==> src/rtl/clk_gen_div_if.sv <==
// Divide-ratio configuration handshake for clk_gen_div: valid/ready transfer of a half-period value.
// master = ratio source, slave = clk_gen_div.
interface clk_gen_div_if #(
  parameter int DIV_WIDTH = 8
);
  logic                 cfg_valid_in;
  logic [DIV_WIDTH-1:0] cfg_div_in;
  logic                 cfg_ready_out;

  modport master (output cfg_valid_in, output cfg_div_in, input cfg_ready_out);
  modport slave  (input cfg_valid_in, input cfg_div_in, output cfg_ready_out);
endinterface

==> src/rtl/clk_gen_div.sv <==
// Glitch-free 50%-duty programmable divider of the ring-oscillator clock, with boundary-aligned ratio
// updates and a wrapping output-period counter. Define CLK_GEN_DIV_SYNC_EN to add a 2-flop en_in synchronizer.
module clk_gen_div #(
  parameter int DIV_WIDTH = 8,
  parameter int DIV_RESET = 0,
  parameter int CNT_WIDTH = 16
) (
  input  logic                 clk,
  input  logic                 reset_n,
  input  logic                 en_in,
  clk_gen_div_if.slave         cfg,
  output logic                 clk_out,
  output logic                 running_out,
  output logic [CNT_WIDTH-1:0] period_cnt_out
);

  localparam logic [DIV_WIDTH-1:0] DIV_INIT = DIV_WIDTH'(DIV_RESET);

  typedef enum logic [1:0] {
    IDLE   = 2'd0,
    RUN_HI = 2'd1,
    RUN_LO = 2'd2
  } state_t;

  state_t               r_state;
  logic [DIV_WIDTH-1:0] r_div_act;
  logic [DIV_WIDTH-1:0] r_pend;
  logic                 r_pend_full;
  logic [DIV_WIDTH-1:0] r_cnt;
  logic                 r_clk_out;
  logic                 r_running;
  logic [CNT_WIDTH-1:0] r_period_cnt;

  logic w_en;
  logic w_accept;
  logic w_cnt_done;

`ifdef CLK_GEN_DIV_SYNC_EN
  logic [1:0] r_en_sync;

  always_ff @(posedge clk or negedge reset_n) begin
    if (!reset_n) r_en_sync <= 2'b00;
    else          r_en_sync <= {r_en_sync[0], en_in};
  end

  assign w_en = r_en_sync[1];
`else
  assign w_en = en_in;
`endif

  // The pending slot is the only back-pressure; accept and apply are mutually exclusive by construction.
  assign cfg.cfg_ready_out = !r_pend_full;
  assign w_accept          = cfg.cfg_valid_in && !r_pend_full;
  assign w_cnt_done        = (r_cnt == r_div_act);

  // NOTE: all state uses non-blocking assignments so every branch reads the pre-edge values.
  always_ff @(posedge clk or negedge reset_n) begin
    if (!reset_n) begin
      r_state      <= IDLE;
      r_div_act    <= DIV_INIT;
      r_pend       <= '0;
      r_pend_full  <= 1'b0;
      r_cnt        <= '0;
      r_clk_out    <= 1'b0;
      r_running    <= 1'b0;
      r_period_cnt <= '0;
    end else begin
      if (w_accept) begin
        r_pend      <= cfg.cfg_div_in;
        r_pend_full <= 1'b1;
      end

      case (r_state)
        IDLE: begin
          r_clk_out <= 1'b0;
          if (w_en) begin
            r_state   <= RUN_HI;
            r_clk_out <= 1'b1;
            r_running <= 1'b1;
            r_cnt     <= '0;
          end else if (r_pend_full) begin
            r_div_act   <= r_pend;
            r_pend_full <= 1'b0;
          end
        end

        RUN_HI: begin
          if (w_cnt_done) begin
            r_cnt     <= '0;
            r_clk_out <= 1'b0;
            r_state   <= RUN_LO;
          end else begin
            r_cnt <= r_cnt + 1'b1;
          end
        end

        RUN_LO: begin
          if (w_cnt_done) begin
            r_cnt        <= '0;
            r_period_cnt <= r_period_cnt + 1'b1;
            if (!w_en) begin
              r_state   <= IDLE;
              r_running <= 1'b0;
            end else begin
              r_state   <= RUN_HI;
              r_clk_out <= 1'b1;
              if (r_pend_full) begin
                r_div_act   <= r_pend;
                r_pend_full <= 1'b0;
              end
            end
          end else begin
            r_cnt <= r_cnt + 1'b1;
          end
        end

        default: begin
          r_state   <= IDLE;
          r_clk_out <= 1'b0;
          r_running <= 1'b0;
        end
      endcase
    end
  end

  assign clk_out        = r_clk_out;
  assign running_out    = r_running;
  assign period_cnt_out = r_period_cnt;

endmodule

==> src/flat_wrapper.sv <==
// flat-port wrapper written by rule: the top's interface ports become plain ports
module clk_gen_div_flat 
#(
  parameter int DIV_WIDTH = 8,
  parameter int DIV_RESET = 0,
  parameter int CNT_WIDTH = 16
)
  (clk, reset_n, en_in, clk_out, running_out, period_cnt_out, cfg_cfg_valid_in, cfg_cfg_div_in, cfg_cfg_ready_out);
  clk_gen_div_if #(.DIV_WIDTH(DIV_WIDTH)) cfg_i ();
  input  logic clk;
  input  logic reset_n;
  input  logic en_in;
  output logic clk_out;
  output logic running_out;
  output logic [CNT_WIDTH-1:0] period_cnt_out;
  input wire logic [$bits(cfg_i.cfg_valid_in)-1:0] cfg_cfg_valid_in;
  input wire logic [$bits(cfg_i.cfg_div_in)-1:0] cfg_cfg_div_in;
  output wire logic [$bits(cfg_i.cfg_ready_out)-1:0] cfg_cfg_ready_out;
  assign cfg_i.cfg_valid_in = cfg_cfg_valid_in;
  assign cfg_i.cfg_div_in = cfg_cfg_div_in;
  assign cfg_cfg_ready_out = cfg_i.cfg_ready_out;
  clk_gen_div #(.DIV_WIDTH(DIV_WIDTH), .DIV_RESET(DIV_RESET), .CNT_WIDTH(CNT_WIDTH)) u_core (.clk(clk), .reset_n(reset_n), .en_in(en_in), .cfg(cfg_i), .clk_out(clk_out), .running_out(running_out), .period_cnt_out(period_cnt_out));
endmodule
==> config.mk <==
export PLATFORM = sky130hd
export DESIGN_NAME = clk_gen_div_flat
export DESIGN_NICKNAME = d
export VERILOG_FILES = /design/src/rtl/clk_gen_div_if.sv /design/src/rtl/clk_gen_div.sv /design/src/flat_wrapper.sv
export SDC_FILE = /design/constraint.sdc
export NUM_CORES = 1
export LEC_CHECK = 0
export CAP_MARGIN = 20
export CORE_UTILIZATION = 50
export CTS_BUF_LIST = sky130_fd_sc_hd__clkbuf_2 sky130_fd_sc_hd__clkbuf_4 sky130_fd_sc_hd__clkbuf_8
export DETAILED_ROUTE_END_ITERATION = 8
export PLACE_DENSITY = 0.77
export SETUP_SLACK_MARGIN = 0.05
export SLEW_MARGIN = 20
export SYNTH_ARGS = -nofsm -noshare
export SYNTH_HDL_FRONTEND = slang
export SYNTH_SLANG_ARGS = --single-unit
==> constraint.sdc <==
create_clock -name clk -period 2.12 [get_ports clk]
set_clock_uncertainty 0.1 [all_clocks]
set_input_delay 0.424 -clock clk [delete_from_list [all_inputs] [get_ports clk]]
set_output_delay 0.424 -clock clk [all_outputs]
set_load 0.01 [all_outputs]
## Word level (Yosys, flattened, before mapping)

Index checks and enable logic that the tools add are counted.
W data, S select, Z words.

- Equality and inequality tests: 9
- Bitwise logic cells: 1
- Multiply operators: 0
- Reduce and logical (&&, ||, !) cells: 12
- Mux-type cells: 27
- $add $sub $neg: 2
- Shift operators: 0
- Magnitude comparators: 0
- Div/mod/pow operators: 0

Operators with widths:

| kind | number |
|---|---|
| $mux W8 | 6 |
| $pmux W8 S2 | 2 |
| $add A16 B1 Y16 const B | 1 |
| $mux W1 | 12 |
| $add A8 B1 Y8 const B | 1 |
| $eq A8 B8 Y1 | 1 |
| $ne A2 B2 Y1 const B | 4 |
| $reduce_and A4 Y1 | 2 |
| $mux W2 | 3 |
| $pmux W1 S3 | 2 |
| $pmux W2 S3 | 1 |
| $reduce_and A3 Y1 | 2 |
| $ne A2 B1 Y1 const B | 2 |
| $reduce_and A2 Y1 | 2 |
| $reduce_bool A2 Y1 | 2 |
| $eq A2 B1 Y1 const B | 1 |
| $eq A2 B2 Y1 const B | 1 |
| $logic_not A2 Y1 | 1 |
| $pmux W1 S2 | 1 |
| $reduce_or A2 Y1 | 1 |
| $logic_and A1 B1 Y1 | 1 |
| $logic_not A1 Y1 | 1 |
| $not A1 Y1 | 1 |

- Bits in registers: 45
- ROM bits: 0
- Output and inout bits: 19
- Memories: 0
- Input bits: 12
- Bits in latches: 0
- Bits in writable memories: 0

## Longest topological paths before layout

- Depth in word-level cells: 7
- Gate-level depth with buffers: 8
- Gate-level depth less buffers: 7

## Worst setup path before layout

No wires, ideal clock.

- Path type: register to register
- Start point: register u_core.r_state[0]
- End point: register u_core.r_div_act[0]
- Cell stages (with the launch flop): 7
- Data required time: 1.895 ns
- Setup time: 0.125 ns
- Arrival: 1.854 ns
- Setup slack: 0.042 ns
- Period minus slack after synthesis: 2.078 ns
- Cells stage by stage: dfrtp_1 > inv_1 > ha_1 > nor2b_2 > inv_1 > a221oi_4 > mux2_2

- Cells in the longest elaborated chain, start to end: 3
- Elaborated cells on any way between the ends: 8
- Those cells by class: 4 x eq/ne; 1 x mux; 3 x reduce/logical

RTL lines:

| item | line | RTL |
|---|---|---|
| start: declaration | clk_gen_div.sv:25 | `state_t r_state;` |
| start signal: assignment | clk_gen_div.sv:59 | `r_state <= IDLE;` |
| start signal: assignment | clk_gen_div.sv:77 | `r_state <= RUN_HI;` |
| start signal: assignment | clk_gen_div.sv:91 | `r_state <= RUN_LO;` |
| $eq A2 B2 Y1 / $logic_not A2 Y1 (equally long branches) | clk_gen_div.sv:73 | `case (r_state)` |
| $ne A2 B2 Y1 (no source line) (tied with other cells) | n/a |  |
| $reduce_and A4 Y1 (no source line) | n/a |  |
| end signal: assignment | clk_gen_div.sv:82 | `r_div_act <= r_pend;` |
| end signal: assignment | clk_gen_div.sv:108 | `r_div_act <= r_pend;` |
| end: declaration | clk_gen_div.sv:26 | `logic [DIV_WIDTH-1:0] r_div_act;` |

Parallel ways exist; a longest one is shown, timed or not.
A chain may end at the register's enable or synchronous reset.

## Worst setup path after layout

- Start point: register u_core.r_state[0]
- End point: register u_core.r_cnt[6]

- Cells in the longest elaborated chain, start to end: 4
- Elaborated cells on any way between the ends: 8
- Those cells by class: 3 x eq/ne; 1 x mux; 4 x reduce/logical

RTL lines:

| item | line | RTL |
|---|---|---|
| $eq A2 B1 Y1 / $eq A2 B2 Y1 (equally long branches) | clk_gen_div.sv:73 |  |
| $reduce_or A2 Y1 (no source line) | n/a |  |
| $reduce_bool A2 Y1 (no source line) | n/a |  |
| $reduce_and A2 Y1 (no source line) | n/a |  |
| end signal: assignment | clk_gen_div.sv:93 | `r_cnt <= r_cnt + 1'b1;` |
| end signal: assignment | clk_gen_div.sv:113 | `r_cnt <= r_cnt + 1'b1;` |
| end: declaration | clk_gen_div.sv:29 | `logic [DIV_WIDTH-1:0] r_cnt;` |

Parallel ways exist; a longest one is shown, timed or not.

==> flow_metrics.env <==
export IMPL_final_min_clock_period_ns=2.011
export IMPL_cts_max_path_buffers=2
export IMPL_synth_largest_area_cell="dfrtp_1"
export IMPL_ys_seq_elements=45
export IMPL_cts_tree="yes"
export IMPL_synth_edff_count=0
export IMPL_layout_common_cells="dfrtp_1, clkdlybuf4s50_1, xnor2_1"
export IMPL_wl_mm=4.176
export IMPL_first_iter_violations=182
export IMPL_grt_pass1_wl_mm=6.941
export IMPL_end_kind="flip-flop"
export IMPL_worst_slew_pin_slew_ns=0.4236
export IMPL_core_mm2=0.004058
export IMPL_peakVddDrop_uv=756.0
export IMPL_grt_overflow=0
export IMPL_power_density_mw_per_mm2=1021
export IMPL_maxCapViolCount=0
export IMPL_fmax_ghz=0.4972
export IMPL_postPlaceCellArea_mm2=0.002661
export IMPL_r2r_end="u_core.r_cnt[6]"
export IMPL_finalSetupTns_ns=0
export IMPL_routabilityCongestion=0.8253
export IMPL_final_max_slew_violation_count=0
export IMPL_ios=31
export IMPL_die_area_mm2=0.004570
export IMPL_rows=23
export IMPL_netlist_area_mm2=0.002152
export IMPL_fin_nets=261
export IMPL_finalCritPeriodShare_pct=94.87
export IMPL_reg2regPathDepth=8
export IMPL_critPathLaunchType="flip-flop"
export IMPL_hp_start="u_core.period_cnt_out[15]"
export IMPL_hold_viol_final=0
export IMPL_synth_warnings=0
export IMPL_gr_usage_all_layers_pct=21.08
export IMPL_syn_inst=188
export IMPL_fillCellCount=297
export IMPL_numCtsBuffers=5
export IMPL_synth_top_cell_area_share_pct=52.33
export IMPL_seq_area_frac_synth_pct=52.33
export IMPL_viasPerCell=5.272
export IMPL_drc_errors=0
export IMPL_synth_ff_type="dfrtp_1"
export IMPL_min_path_type="reg2reg"
export IMPL_clkSinkCount=45
export IMPL_avgRoutedWirePerCell_um=14.20
export IMPL_grt_pass1_vias=1459
export IMPL_io_buffer_count=30
export IMPL_vias=1550
export IMPL_report_final_setup_viol=0
export IMPL_utilization_pct=69.16
export IMPL_antenna_cells=0
export IMPL_antenna_left=0
export IMPL_syn2layout_area_growth_pct=30.41
export IMPL_cp_startpoint="u_core.r_state[0]"
export IMPL_yosys_top_cells_area="dfrtp_1, xnor2_1, mux2_2, ha_1, nand3_1"
export IMPL_avgSynthCellArea_um2=11.45
export IMPL_first_pass_iters=4
export IMPL_rsz0062_at_grt="yes"
export IMPL_leakagePower_uw=0.001198
export IMPL_fin_area_mm2=0.002806
export IMPL_dieHeight_um=67.61
export IMPL_path_max_fanout=6
export IMPL_slew_headroom_pct=71.36
export IMPL_r2r_slack_ns=0.11
export IMPL_r2r_start="u_core.r_state[0]"
export IMPL_ys_types=32
export IMPL_setup_worst_path_end="u_core.r_cnt[6]"
export IMPL_path_clk_slew_ns=0.08
export IMPL_crit_type="reg2reg"
export IMPL_drive_gt1_share_pct=24.59
export IMPL_clkLatencyLatePin_ns=0.29
export IMPL_hpwl_mm=3.174
export IMPL_initial_core_util_pct=53.04
export IMPL_run_status="finished clean"
export IMPL_antenna_found_initial=0
export IMPL_async_flop_share_pct=100.0
export IMPL_required_ns=2.24
export IMPL_synthesis_nets=206
export IMPL_root_buffer="clkbuf_8"
export IMPL_crit_arrival_ns=2.13
export IMPL_grt_max_degree=20
export IMPL_die_w_um=67.61
export IMPL_final_common_cell="dfrtp_1"
export IMPL_ctsHtreeMaxLevel=2
## flip-flops by register name, indices dropped and copies added, names as in the netlist
| signal | flops |
|---|---|
| u_core.period_cnt_out | 16 |
| u_core.r_div_act | 8 |
| u_core.clk_out | 1 |
| u_core.running_out | 1 |
| u_core.r_state | 2 |
| u_core.r_pend_full | 1 |
| u_core.r_pend | 8 |
| u_core.r_cnt | 8 |
## cell type report
cell class                      instances  area (um^2)  area share [%]
Clock inverter                          2        10.01          0.3567
Inverter                                7        26.28          0.9362
Multi-Input combinational cell        132         1027           36.60
Clock buffer                            6        76.32           2.720
Tap cell                               50        62.56           2.229
Timing Repair Buffer                   52        475.5           16.94
Sequential cell                        45         1129           40.21
## routing by layer
| metal | GRT usage [%] | up-vias | part of all wire [%] |
|---|---|---|---|
| li1 | - | 761 | - |
| met1 | 30.68 | 756 | 50 |
| met2 | 30.69 | 28 | 45 |
| met4 | 8.777 | 0 | 1.5 |
| met5 | 0 | - | 0 |
| met3 | 3.547 | 5 | 2.8 |
## synth_stat cells, drive strengths merged (3+ instances only)
cell    number
dfrtp       45
xnor2       25
clkbuf       3
ha           6
nor2        13
nand4        9
nand2        9
and3         3
nand3       15
inv          7
xor2         4
a21oi        6
mux2        18
o21ai        3
nor3         3
## critical path, cell delays in order, from the launching register on
cell and delay [ns]:
dfrtp_1 0.41, inv_1 0.08, ha_1 0.23, nor2b_4 0.14
buf_4 0.16, nor4b_1 0.42, nand3_1 0.15, xor2_1 0.16
nor2_1 0.09
## kinds of logic (layout without fill, tap and decap cells)
logic type	count (synthesis)	after routing	synth area share, %
AND/OR/NAND/NOR	63	63	15.47
adder cells (fa/ha/maj)	6	6	3.488
flip-flops	45	45	52.33
AO/OA/AOI/OAI	15	15	5.058
buffers and inverters	11	67	1.977
XOR/XNOR	29	29	11.80
multiplexers	19	19	9.884
## how the worst min path moves through the flow
stage                                endpoint  cells past startpoint
finish              u_core.period_cnt_out[15]                      1
global route        u_core.period_cnt_out[15]                      1
detailed placement  u_core.period_cnt_out[10]                      1
global placement    u_core.period_cnt_out[10]                      1
CTS                 u_core.period_cnt_out[15]                      1
floorplan                      u_core.clk_out                      0
## timing repair
item	4_1_cts	5_1_grt
buffers inserted	0	1
endpoints found under the setup margin	0	10
gates resized for setup	0	8
hold endpoints to repair	17	0
hold buffers	1	0
## through the flow
step | power (uW) | std cells | hold slack [ns] | worst slack (ns)
2_1_floorplan | 1893 | 188 | 0.02841 | 0.06183
3_3_place_gp | 2262 | 284 | 0.2837 | -0.07920
3_5_place_dp | 2308 | 284 | 0.2925 | -0.1468
4_1_cts | 2837 | 293 | 0.3812 | 0.06478
5_1_grt | 3080 | 294 | 0.4168 | 0.01875
6_report | 2864 | 294 | 0.3761 | 0.1088
## where the power goes
part	leakage [uW]	internal, uW	switching [uW]
Combinational	0.000568	631	451
Clock	0.0000484	241	270
Sequential	0.000582	1090	184
Total	0.00120	1960	905
No activity file was read; power rests on OpenSTA's default activity.
